[src/rtl/shared_mem_arbiter_pkg.sv]
// shared_mem_arbiter_pkg: state encoding and default widths for the shared memory front end
package shared_mem_arbiter_pkg;
  localparam int AW_DEF = 16;
  localparam int DW_DEF = 16;
  localparam int STARVE_MAX_DEF = 3;
  typedef enum logic [1:0] {
    ARB_IDLE = 2'd0,
    ARB_IACC = 2'd1,
    ARB_DACC = 2'd2
  } arb_state_e;
endpackage

[src/rtl/shared_mem_arbiter_starve.sv]
// shared_mem_arbiter_starve: saturating count of data grants made while an ifetch is waiting
module shared_mem_arbiter_starve #(
  parameter int MAX = 3
) (
  input  logic clk,
  input  logic rst,
  input  logic clr_i,
  input  logic inc_i,
  output logic sat_o
);
  localparam int CW = $clog2(MAX + 2);
  logic [CW-1:0] cnt_q;
  assign sat_o = cnt_q == CW'(MAX);
  always_ff @(posedge clk) begin
    if (rst || clr_i) cnt_q <= '0;
    else if (inc_i && !sat_o) cnt_q <= cnt_q + 1'b1;
  end
endmodule

[src/rtl/shared_mem_arbiter.sv]
// shared_mem_arbiter: arbitrates ifetch vs load/store onto a single-ported memory via req/ack
module shared_mem_arbiter
  import shared_mem_arbiter_pkg::*;
#(
  parameter int AW = AW_DEF,
  parameter int DW = DW_DEF,
  parameter int STARVE_MAX = STARVE_MAX_DEF
) (
  input  logic          clk,
  input  logic          rst,
  input  logic [AW-1:0] iaddr,
  input  logic          ireq,
  input  logic [AW-1:0] daddr,
  input  logic          read,
  input  logic          write,
  input  logic [DW-1:0] data_in,
  input  logic          flush,
  output logic          mem_req,
  output logic          mem_wen,
  output logic [AW-1:0] mem_addr,
  output logic [DW-1:0] mem_wdata,
  input  logic          mem_ack,
  input  logic [DW-1:0] mem_rdata,
  output logic [DW-1:0] data_out,
  output logic          ready,
  output logic          instruction_ready,
  output logic          data_ready
);
  arb_state_e state_q;
  logic drop_q, idle, dreq, starved, igrant, dgrant;
  assign idle = state_q == ARB_IDLE;
  assign dreq = read | write;
  assign igrant = idle & ireq & (~dreq | starved);
  assign dgrant = idle & dreq & ~(ireq & starved);
  assign ready = idle;
  shared_mem_arbiter_starve #(.MAX(STARVE_MAX)) u_starve (
    .clk   (clk),
    .rst   (rst),
    .clr_i (~ireq | igrant),
    .inc_i (dgrant & ireq),
    .sat_o (starved)
  );
  // A dropped ifetch still completes the handshake and updates data_out, only its strobe is lost
  always_ff @(posedge clk) begin
    if (rst) begin
      state_q           <= ARB_IDLE;
      drop_q            <= 1'b0;
      mem_req           <= 1'b0;
      mem_wen           <= 1'b0;
      mem_addr          <= '0;
      mem_wdata         <= '0;
      data_out          <= '0;
      instruction_ready <= 1'b0;
      data_ready        <= 1'b0;
    end else begin
      instruction_ready <= 1'b0;
      data_ready        <= 1'b0;
      if (igrant || dgrant) begin
        state_q   <= igrant ? ARB_IACC : ARB_DACC;
        mem_req   <= 1'b1;
        mem_wen   <= dgrant & write;
        mem_addr  <= igrant ? iaddr : daddr;
        mem_wdata <= data_in;
      end else if (!idle && mem_ack) begin
        state_q           <= ARB_IDLE;
        mem_req           <= 1'b0;
        mem_wen           <= 1'b0;
        drop_q            <= 1'b0;
        data_out          <= mem_wen ? data_out : mem_rdata;
        instruction_ready <= state_q == ARB_IACC && !(drop_q || flush);
        data_ready        <= state_q == ARB_DACC;
      end else if (state_q == ARB_IACC && flush) begin
        drop_q <= 1'b1;
      end
    end
  end
endmodule

[config.mk]
export PLATFORM = sky130hd
export DESIGN_NAME = shared_mem_arbiter
export DESIGN_NICKNAME = d
export VERILOG_FILES = /design/src/rtl/shared_mem_arbiter_pkg.sv /design/src/rtl/shared_mem_arbiter_starve.sv /design/src/rtl/shared_mem_arbiter.sv
export SDC_FILE = /design/constraint.sdc
export NUM_CORES = 1
export LEC_CHECK = 0
export ABC_AREA = 1
export CAP_MARGIN = 0
export CORE_ASPECT_RATIO = 0.6
export CORE_MARGIN = 2
export CORE_UTILIZATION = 36
export DETAILED_ROUTE_END_ITERATION = 8
export GPL_ROUTABILITY_DRIVEN = 0
export HOLD_SLACK_MARGIN = 0.12
export PLACE_DENSITY_LB_ADDON = 0.15
export SLEW_MARGIN = 25
export SYNTH_ARGS = -nofsm -noshare
export SYNTH_HDL_FRONTEND = slang
export SYNTH_SLANG_ARGS = --single-unit
[constraint.sdc]
create_clock -name clk -period 1.4 [get_ports clk]
set_input_delay 0.14 -clock clk [delete_from_list [all_inputs] [get_ports clk]]
set_output_delay 0.14 -clock clk [all_outputs]
set_load 0.05 [all_outputs]
==> results of run 1 <==
## cells by family (layout without fill, tap and decap cells)
logic type	Yosys count	in the layout	share of synthesized area (%)
AO/OA/AOI/OAI	56	56	11.9
adder cells (fa/ha/maj)	2	2	1.01
buffers and inverters	30	174	7.12
flip-flops	58	58	46.9
AND/OR/NAND/NOR	178	179	33.1
## per-layer routing
| metal | global-route usage, % | up-vias | routed length, um |
|---|---|---|---|
| li1 | - | 1332 | - |
| met1 | 25.0 | 1193 | 3580 |
| met2 | 27.9 | 95 | 3190 |
| met3 | 8.86 | 9 | 651 |
| met4 | 5.71 | 0 | 61 |
| met5 | 0 | - | 0 |
## final cells by class
class                           instances  area (sq um)  share of cell area, %
Sequential cell                        58          1170                   26.7
Inverter                               13          58.8                   1.34
Tap cell                               87           109                   2.49
Timing Repair Buffer                  145          1400                   31.9
Multi-Input combinational cell        237          1360                   31.0
Clock buffer                           12           267                   6.09
Clock inverter                          4          25.0                  0.572
## flip-flops by register name (all words and copies together) (netlist names)
name	count
data_out	16
data_ready	1
drop_q	1
instruction_ready	1
mem_addr	16
mem_req	1
mem_wdata	16
mem_wen	1
state_q	2
u_starve.cnt_q	3
## what timing repair did
action,in CTS,in global routing
setup endpoints to repair,32,38
resized for setup,26,43
pin swaps,3,5
gates cloned,1,2
## worst reg2reg max path, stage by stage (launching register included)
cell and delay [ns]:
dfxtp_2 0.33, ha_4 0.16, ha_4 0.18, inv_2 0.07, nand2_4 0.06, nand2_4 0.12, nand2_8 0.08, buf_12 0.17
o21ai_1 0.19, nor2_2 0.05
## per-stage QoR
stage	TNS [ns]	area [sq um]	setup slack, ns	utilization (%)	instances
final	-1.26	4380	-0.126	65.6	556
after global routing	-4.23	4380	-0.195	65.6	556
after CTS	-0.862	4220	-0.0482	63.2	554
after detailed placement	-5.71	3840	-0.194	57.6	537
after global placement	-5.89	3840	-0.212	57.6	537
after floorplan	0	2520	0.000975	-	324
## power by group through the flow
stage	registers, uW	logic [uW]	clock network [uW]
global placement	1920	1570	0
global route	1930	1850	2200
floorplan	2400	456	0
finish	1920	1750	2050
detailed placement	1920	1580	0
CTS	1900	1660	2100
## worst max-delay path by stage
| stage | start | endpoint | slack, ns | depth (start not counted) |
|---|---|---|---|---|
| 2_1_floorplan | state_q[1] | mem_addr[10] | 0.001 | 8 |
| 3_3_place_gp | write | mem_addr[6] | -0.21 | 9 |
| 3_5_place_dp | write | mem_addr[6] | -0.19 | 9 |
| 4_1_cts | u_starve.cnt_q[0] | mem_addr[13] | -0.05 | 9 |
| 5_1_grt | u_starve.cnt_q[0] | mem_addr[9] | -0.20 | 9 |
| 6_report | u_starve.cnt_q[0] | mem_addr[9] | -0.13 | 9 |
## layout by cell type, fill, tap and decap left out
cell / n
buf_12: 7
o21a_1: 1
o21ai_2: 23
nand2_1: 63
or2_0: 2
nand3_2: 1
clkbuf_16: 10
and3_1: 1
inv_8: 1
ha_4: 2
clkbuf_8: 3
nand2_2: 11
nor2_1: 47
dfxtp_2: 5
clkinvlp_4: 2
inv_2: 5
buf_8: 1
o21ai_1: 10
clkdlybuf4s50_1: 70
nand3_1: 18
clkinv_2: 2
dfxtp_1: 53
nand2_4: 3
clkinv_1: 1
inv_4: 1
inv_1: 5
buf_4: 65
nand4_1: 3
a21oi_2: 4
nand2_8: 1
nor2_2: 16
a31oi_1: 1
nand3_4: 1
a21oi_1: 17
nor2_4: 11
buf_16: 1
nor3_1: 1
==> impl_summary.md, run 1 <==
Logic synthesis
Ranked by total cell area, the synthesized netlist is headed by dfxtp_1, nand2_1, nor2_1. The post-synthesis cell area is roughly 2500 sq um. The post-synthesis net count is ~400. Synthesis handed over a netlist of between 300 and 400 instances. The largest area contributor in the synthesized netlist is dfxtp_1.

Of all flip-flops after synthesis, the portion carrying an async set or reset was 0%. The synthesized design contains 0 enable-type register cells. Of the post-synthesis cell area, the dominant cell type holds about 47%. In this run, synthesis produced a sequential element count of 58. For this run, the register share of the synthesized area comes to roughly 47%. nand2_1 is the most common cell in the netlist. Sorting the synthesized cells by how often they occur yields nand2_1, dfxtp_1, nor2_1. The mean post-synth cell area is between 7 and 8 sq um. Synthesis instantiated 29 different standard cells from the library. The most instantiated flip-flop cell in the synthesis netlist is dfxtp_1. During synthesis, Yosys emitted a total of 0 warnings.

Layout
The number of nets in the finished design is between 500 and 600. The synthesis-to-finish area growth is 76.7%. Fill cells in the final layout number 567.

Of the cells placed in the final design, the portion with a size suffix greater than 1 is between 30% and 40%. The repair_antennas step left the layout with diodes totalling 0.

Power
The clock network fraction of total power is between 30% and 40%. Sequential cells account for about a third of the total power. The completed layout was analyzed and its total power is about 5700 uW. Of the total power, the share spent switching nets is 32.8%. Per report_power, the combinational group accounts for 30.6% of the total. Cell internal power was estimated by the tool at between 3000 and 4000 uW. The maximum VDD drop is ~650 uV. For this design the ratio of total power to cell area is ~1300 nW/um^2. Summed over all nets, the switching power comes to around 1900 uW. The static leakage power is between 0.0015 and 0.002 uW.

Hold path
For hold timing, the worst endpoint is data_out[13]. The worst hold-check path type is input port to flop. The startpoint of the lowest-slack hold path is mem_rdata[13]. The worst hold path was traced through 3 stages.

Worst setup path
The origin of the critical flop-to-flop path is u_starve.cnt_q[0]. Together, buffers and inverters on the worst path number 2. STA classifies the critical path startpoint as a flop.

The critical setup path kind is flop to flop. The worst endpoint data arrival time is 1.73 ns. The largest fanout of any net on the critical path is 20. The worst setup path is captured at a flop.

The library cell contributing the largest single delay on the critical path is dfxtp_2. Setup slack on the worst reg-to-reg path comes out at -0.13 ns. The path depth of the worst reg2reg path is 9. The data required time at the worst endpoint is around 1.6 ns. The top cell family by delay on the critical path is adder cells. The maximum cell stage delay along the critical path is about 0.33 ns. The capture instance of the worst register-to-register path is mem_addr[9]. Walking the worst path, the cells encountered are ha_4, ha_4, inv_2, nand2_4, nand2_4, nand2_8, buf_12, o21ai_1, nor2_2.

Timing
The final critical path takes up 109% of the cycle. Setup repair after global routing could not meet its margin everywhere. Final hold analysis gives a worst-case slack of slightly above 0.4 ns.

Subtracting the final worst setup slack from the clock period gives 1.53 ns. The setup-violating endpoint count in the final report is 36. In the post-route analysis, the smallest setup slack over all paths is -0.126 ns. The max-slew violation count is 0.

The maximum clock skew at final layout is 0.00477 ns. The final count of hold timing violations was 0. The worst slew slack as a fraction of its limit is between 70% and 80%. The slew at the pin closest to its max-slew limit is roughly 0.32 ns.

Timing would allow up to around 0.66 GHz.

Flow run
The tool flagged a number of max-cap violations equal to 0.

Die
The floorplan die width is between 100 and 150 um. The top-level port count is between 100 and 150. The area of the die is roughly 7600 sq um. The placeable core area is around 6700 sq um. The initial utilization of the core area, before any placement, comes to 37.1%.

The die is slightly below 70 um tall. The total number of placement rows is 23.

Detailed routing
The first detailed-routing pass ran for 4 iterations. The starting DRC count in detailed routing is ~160. Detailed routing inserted a total of approximately 2600 vias. After detailed routing, the number of vias per cell comes to 4.73.

The count of nets left with antenna violations once routing finished came out at 0. In the final routed layout, each cell accounts on average for between 10 and 15 um. The final routed wirelength across all metal layers is 7480 um. In the routed design, unresolved DRC markers number 0.

Global routing
Global routing used between 10% and 20% of the available tracks. Entering global routing, the biggest net connects 23 pins. The number of antenna violations at the first check in global routing was 0. The global route total overflow is 0. The global-route wire length before repair is about 11000 um. The via count of the first global-routing pass is between 2000 and 2500.

Placed design
The number of input and output port buffers inserted is about 120. Detailed placement finished with a half-perimeter wire length of between 5000 and 6000 um.

Clock tree
The CTS tree is done. The maximum clock path buffer count is 2. CTS saw 58 sinks. After clock tree synthesis, the flow added hold-fix buffers numbering 0. Once the clock tree was built, the setup fixing pass inserted 0 buffers. The number of levels in the clock H-tree is 3. Clock tree synthesis inserted a total of 9 buffers. Clock tree synthesis selected as its root buffer the cell clkbuf_16. Clock-pin slew was measured on the worst setup and hold paths at ~0.050 ns. At the later pin of the worst-skew pair, clock insertion delay measures just over 0.3 ns.

Status
The checks that failed: negative setup slack. The run finished, with violations left.
Power figures use the tool's default switching activity.
==> inputs of run 2 (changes only) <==
--- a/config.mk
+++ b/config.mk
@@ -13,6 +13,7 @@
 export DETAILED_ROUTE_END_ITERATION = 8
 export GPL_ROUTABILITY_DRIVEN = 0
 export HOLD_SLACK_MARGIN = 0.12
+export MAX_ROUTING_LAYER = met4
 export PLACE_DENSITY_LB_ADDON = 0.15
 export SLEW_MARGIN = 25
 export SYNTH_ARGS = -nofsm -noshare
==> impl_summary.md, run 2 (synthesis gave the netlist of run 1 again) <==
Die
From left edge to right edge, the die measures approximately 110 um. The initial core utilization is 37.1%. The placeable core area is between 6000 and 7000 sq um.

The die height is around 68 um. The area of the die is ~7600 sq um. The total number of placement rows is 23.

about 120 I/O pins were placed.

Timing
In this run the tightest slew margin relative to its limit is around four fifths. Setup total negative slack on the finished layout was measured at -1.15 ns. The max-slew violation count was 0. Once routing completed, OpenROAD measured the worst setup slack at -0.125 ns. The final count of hold timing violations is 0. In the finished design, the share of the clock period the worst path needs comes to 109%. Based on the critical path, the design can be clocked at up to 0.656 GHz. The maximum clock skew at final layout is 0.00463 ns. At the pin with the least slew margin, the transition time is 0.314 ns. Setup violations remaining at the end of the flow were counted as 36.

Setup repair after global routing could not meet its margin everywhere. The worst path in the final design needs a cycle of 1.52 ns, including I/O delays and setup.

Power
For this design the ratio of total power to cell area is 1310 nW/um^2. For this design the static power due to leakage is 0.00188 uW. VDD sags by at most approximately 650 uV.

Global routing
The number of antenna violations at the first check in global routing is 0. The global-route wire length before repair is 11300 um. The global route total overflow is 0. The via count of the first global-routing pass is ~2400. In the global route stage, overall resource usage came out at 19.5%. The pin count of the biggest net entering global routing is 23.

Worst setup path
STA puts the critical path data arrival time at approximately 1.7 ns. The critical setup path kind is flop to flop. The kind of end point of the critical path is a flop. The library cell contributing the largest single delay on the critical path is dfxtp_2. The origin of the critical flop-to-flop path is u_starve.cnt_q[0]. The critical path contains buffers and inverters numbering 2 combined. On the worst path, the slowest cell contributes a delay of approximately 0.33 ns. The worst setup path is launched from a flop. In this run the worst path has a maximum fanout of 20. The capture instance of the worst register-to-register path is mem_addr[9].

Broken down by cell family, the worst path's largest delay share belongs to adder cells. The path depth of the worst reg2reg path is 9. The internal reg-to-reg setup slack is -0.12 ns. For the worst setup path, the data required time is roughly 1.6 ns. The signal on the critical path passes through ha_4, ha_4, inv_2, nand2_4, nand2_4, nand2_8, buf_12, o21ai_1, nor2_2.

Placed design
The total half-perimeter wirelength after legalization and detailed placement is 5140 um. Input and output buffers added on the ports amount to 123. The placed instances occupy a cell area of 3840 sq um.

The instance count after placement with tap cells included is around 540.

Detailed routing
The final antenna-violating net count is 0. The remaining design rule violation count is 0. The vias per cell is between 4 and 5. The number of detailed-route iterations in the first pass is 4. The wire length per cell is 13.3 um. The first routing iteration left roughly 140 violations. The detailed router placed roughly 2600 vias in this run. After detailed routing, the total wire length is 7400 um.

Clock tree
The buffers inserted during post-CTS setup optimization is 0. TritonCTS built the clock tree. The cell chosen for the clock root is clkbuf_16. The clock net in this run drives a total of 58 sinks. The clock tree synthesis step divided the H-tree into 3 levels. Counting along the longest clock path gives a buffer depth of 2. The clock latency at the later pin of the worst-skew pair is about 0.31 ns.

The number of clock buffers inserted by TritonCTS is 9. The clock edge transition at the registers on the reported setup and hold paths is ~0.05 ns.

Hold path
The startpoint identified for the worst hold timing path is mem_rdata[13]. The worst hold path stage count is 3. For hold timing, the worst endpoint is data_out[13]. The worst hold-check path type is input port to flop.

Layout
In the final layout, the registers with the most flip-flops are data_out: 16 flops, mem_addr: 16 flops, mem_wdata: 16 flops. The number of nets in the finished design is around 540. The antenna diode count is 0. In the layout the commonest cells are clkdlybuf4s50_1, buf_4, nand2_1. The fill cell instance count of the final layout is 569. The footprint of the multi-input gates is around 1300 sq um. Compared with the post-synthesis result, the final layout area differs by 76.5%.

In the final layout, flip-flops and latches occupy about 1200 sq um. The leading cell type in the layout, fill and taps excluded is clkdlybuf4s50_1. The cell area after layout is 4370 sq um. The count of placed standard cells in the final layout, fillers left out is 556. The layout cell share with drive strength beyond 1 is approximately 37%.

Status
The final reports fail on negative setup slack. The flow ran to the end, but the final reports show violations.

Flow run
Across the run, the number of max-cap violations was 0.
## run 2: changes by cell type in the layout (fill, tap and decap cells not counted)
cell	delta
nor2_1	+1
nor2_2	-1
o21ai_1	+1
o21ai_2	-1
## run 2: worst max-delay path by stage
stage,from,endpoint,slack (ns),depth (start not counted)
3_3_place_gp,write,mem_addr[6],-0.21,9
3_5_place_dp,write,mem_addr[6],-0.19,9
6_report,u_starve.cnt_q[0],mem_addr[9],-0.12,9
5_1_grt,u_starve.cnt_q[0],mem_addr[9],-0.19,9
2_1_floorplan,state_q[1],mem_addr[10],0.001,8
4_1_cts,u_starve.cnt_q[0],mem_addr[13],-0.05,9
## run 2: per-layer routing
| layer | vias to the layer above | part of all wire, % | global-route usage, % |
|---|---|---|---|
| li1 | 1334 | - | - |
| met1 | 1184 | 47 | 25.0 |
| met2 | 95 | 43 | 28.1 |
| met3 | 6 | 8.8 | 8.15 |
| met4 | 0 | 0.80 | 6.17 |
| met5 | - | 0 | - |
## run 2: repair_timing
action                                  CTS  global route
endpoints found under the setup margin   32            38
hold buffers                              0             0
gates cloned                              1             2
pin swaps                                 3             5
resized for setup                        26            41
## run 2: area by class of cell
type	count	share of cell area, %
clock buffers	12	6.10
well taps	87	2.49
clock inverters	4	0.572
inverters	13	1.35
flip-flops and latches	58	26.7
repair buffers	145	31.9
multi-input cells	237	30.9
## run 2: per-stage QoR
step                      hold WS [ns]  util, %  setup WS, ns  power, uW
after CTS                        0.401     63.2       -0.0482       5660
after global routing             0.399     65.5        -0.194       5980
after floorplan                  0.275        -      0.000975       2860
after global placement           0.449     57.6        -0.212       3490
final                            0.409     65.5        -0.125       5710
after detailed placement         0.456     57.6        -0.194       3500
## run 2: worst reg2reg max path, cell delays in order (launching register included)
cell and delay (ns):
dfxtp_2 0.33, ha_4 0.16, ha_4 0.18, inv_2 0.07, nand2_4 0.06, nand2_4 0.12, nand2_8 0.08, buf_12 0.17
o21ai_1 0.19, nor2_2 0.05
## run 2: report_power, final
part	leakage [uW]	internal (uW)	switching, uW
logic	0.00126	704	1040
clock network	0.000141	1330	718
registers	0.000480	1810	108
total	0.00188	3840	1870
==> inputs of run 3 (changes only) <==
--- a/config.mk
+++ b/config.mk
@@ -7,9 +7,11 @@
 export LEC_CHECK = 0
 export ABC_AREA = 1
 export CAP_MARGIN = 0
+export CELL_PAD_IN_SITES_DETAIL_PLACEMENT = 1
+export CELL_PAD_IN_SITES_GLOBAL_PLACEMENT = 2
 export CORE_ASPECT_RATIO = 0.6
 export CORE_MARGIN = 2
-export CORE_UTILIZATION = 36
+export CORE_UTILIZATION = 21
 export DETAILED_ROUTE_END_ITERATION = 8
 export GPL_ROUTABILITY_DRIVEN = 0
 export HOLD_SLACK_MARGIN = 0.12
==> constraint.sdc (replaced) <==
create_clock -name clk -period 1.65 [get_ports clk]
set_input_delay 0.165 -clock clk [delete_from_list [all_inputs] [get_ports clk]]
set_output_delay 0.165 -clock clk [all_outputs]
set_load 0.05 [all_outputs]
==> impl_summary.md, run 3 (synthesis gave the netlist of run 1 again) <==
Layout
The number of nets in the finished design is ~530. Of the cells placed in the final design, the portion with a size suffix greater than 1 is between 20% and 30%. The filler cells instantiated in the layout total roughly 1400. The count of placed standard cells in the final layout, fillers left out is between 600 and 700. The leading cell type in the layout, fill and taps excluded is clkdlybuf4s50_1.

The area growth from synthesis to layout is 68.0%. Once layout is complete, the utilization of the core stands at 36.5%. Leaving out fill and tap cells, the most frequent cells in the layout are clkdlybuf4s50_1, nand2_1, dfxtp_1.

In the final layout, the registers with the most flip-flops are data_out: 16 flops, mem_addr: 16 flops, mem_wdata: 16 flops. The repair_antennas step left the layout with diodes totalling 0.

Placed design
The total half-perimeter wirelength after legalization and detailed placement is 6480 um. Port buffering added ~120 buffers. The instance count after placement with tap cells included is roughly 600. At the placement stage, the worst setup path has a slack of -0.0769 ns.

Power
The switching power total is about 1500 uW. VDD sags by at most roughly 480 uV. The total design power is around 4700 uW.

The analysis attributes to cell leakage a power of around 0.0019 uW. Per report_power, the clock group accounts for a little under two fifths of the total. The internal power of the cells totals 3160 uW. The part of the power in combinational logic is 28.4%. In this run switching power makes up approximately a third of total power. Dividing total power by cell area gives a power density of 1130 nW/um^2. Sequential cells burn about a third of the power.

Detailed routing
The number of detailed-route iterations in the first pass is 4. The final routed wirelength across all metal layers is 8760 um. In the final routed layout, each cell accounts on average for approximately 14 um. In this run the remaining antenna-violating nets after routing total 0. The sum of routed wire segments on met1 is ~4700 um.

The vias per cell is roughly 4.2. The number of vias in the routed layout is between 2000 and 3000. After detailed routing, no signal wire sits above met4. After detailed routing, the number of remaining DRC violations is 0. In the detailed route, the total length drawn on met3 is 633 um.

After detailed routing, the met2 layer carries ~3300 um of wire. The starting DRC count in detailed routing is between 80 and 90.

Worst setup path
The worst setup path is launched from a flop. The data required time at the worst endpoint is around 1.5 ns. The library cell contributing the largest single delay on the critical path is clkdlybuf4s50_1. The top cell family by delay on the critical path is buffers and inverters.

The number of buffers and inverters on the critical path is 1. Walking the worst path, the cells encountered are clkdlybuf4s50_1. By startpoint and endpoint, the worst setup path is classified as flop to output port. The largest fanout of any net on the critical path is 1. The maximum cell stage delay along the critical path is a little under 0.8 ns. The kind of end point of the critical path is an output port. Data on the critical path arrives at its endpoint at between 1 and 1.5 ns.

Clock tree
The clock edge transition at the registers on the reported setup and hold paths is 0.05 ns. TritonCTS built the clock tree. At the later pin of the worst-skew pair, clock insertion delay measures approximately 0.33 ns. In this run the deepest clock path goes through 2 buffers. In this run the number of H-tree levels came out at 3.

The sink count of the clock tree is between 50 and 60. The tree is rooted in a clkbuf_16. Hold repair after CTS inserted 0 buffers.

In this run, CTS created clock tree buffers numbering 9.

Timing
The slew at the pin closest to its max-slew limit is 0.517 ns. Setup repair after global routing left no endpoint under its margin. The final critical-path share of the clock period is approximately 96%.

Clock skew on the completed layout was measured at 0.00666 ns. Measured against its own limit, the worst slew margin works out to 65.5%. For this run, the top clock speed supported by timing is 0.630 GHz.

The worst hold margin is roughly 0.42 ns. The worst path meets setup with a little over 0.06 ns of slack. The final count of hold timing violations is 0. The max-slew violation count is 0.

Setup violations remaining at the end of the flow were counted as 0. The minimum clock period is around 1.6 ns.

Global routing
Across every metal layer, demand over resource in global routing totals between 10% and 20%. The pin count of the biggest net entering global routing is 35. The via count of the first global-routing pass came to 2700. The global-route wire length before repair is around 14000 um. For this run the aggregate overflow at the end of global routing stands at 0.

The number of antenna violations at the first check in global routing is 0.

Die
In this run the horizontal extent of the chip is 144 um. The die height is ~90 um. The initial core utilization is a little over a fifth. During I/O placement, the number of pins put on the boundary was around 120. The placeable core area is approximately 11000 sq um. The total number of placement rows is 30. The area of the die is ~13000 sq um.

Flow run
Max-cap violations in this run came to 0.

Status
The flow ran to the end, and the final reports show no timing, DRC or antenna violations.

Hold path
In this run the worst hold path is classified as input port to flop.
-- run 3: cell count changes in the layout (fill, tap and decap cells not counted), moves of 5 or more --
cell            before  now
buf_4               65   52
dlymetal6s2s_1       0    5
nor2_1              48   55
nor2_4              11    3
o21ai_0              0    5
o21ai_1             11   27
o21ai_2             22    1
-- run 3: routing by layer --
| metal | track usage, % | vias to the layer above |
|---|---|---|
| met5 | - | - |
| met4 | 4.77 | 0 |
| met3 | 5.58 | 9 |
| met2 | 19.7 | 74 |
| met1 | 20.7 | 1186 |
| li1 | - | 1305 |
-- run 3: path summary, 6_finish.rpt --
| path | slack, ns | from | cells past startpoint | end |
|---|---|---|---|---|
| hold / removal | 0.42 | data_in[12] | 3 | mem_wdata[12] |
| setup reg to reg | 0.09 | u_starve.cnt_q[0] | 9 | mem_wdata[3] |
| setup / recovery | 0.06 | instruction_ready | 1 | instruction_ready |
| hold reg to reg | 0.46 | data_out[12] | 2 | data_out[12] |
-- run 3: timing repair --
item | 4_1_cts | 5_1_grt
gates resized for setup | 9 | 18
setup endpoints to repair | 18 | 42
cloned | 0 | 0
buffers inserted | 1 | 0
-- run 3: through the flow --
step | setup TNS (ns) | area (sq um)
after floorplan | 0 | 2480
after global placement | -0.0162 | 3830
after detailed placement | -0.706 | 3830
after CTS | 0 | 4140
after global routing | 0 | 4160
final | 0 | 4160
-- run 3: final cells by class --
class,count,area (sq um),area share [%]
repair buffers,136,1310,31.5
inverters,13,51.3,1.23
clock inverters,2,10.0,0.241
clock buffers,14,274,6.58
well taps,160,200,4.81
flip-flops and latches,58,1160,27.9
multi-input cells,236,1150,27.7
-- run 3: power groups by stage --
| stage | Combinational [uW] | Clock [uW] | Sequential, uW |
|---|---|---|---|
| CTS | 1350 | 1820 | 1610 |
| detailed placement | 1330 | 0 | 1630 |
| global placement | 1320 | 0 | 1630 |
| floorplan | 382 | 0 | 2040 |
| finish | 1330 | 1750 | 1610 |
| global route | 1430 | 1880 | 1620 |
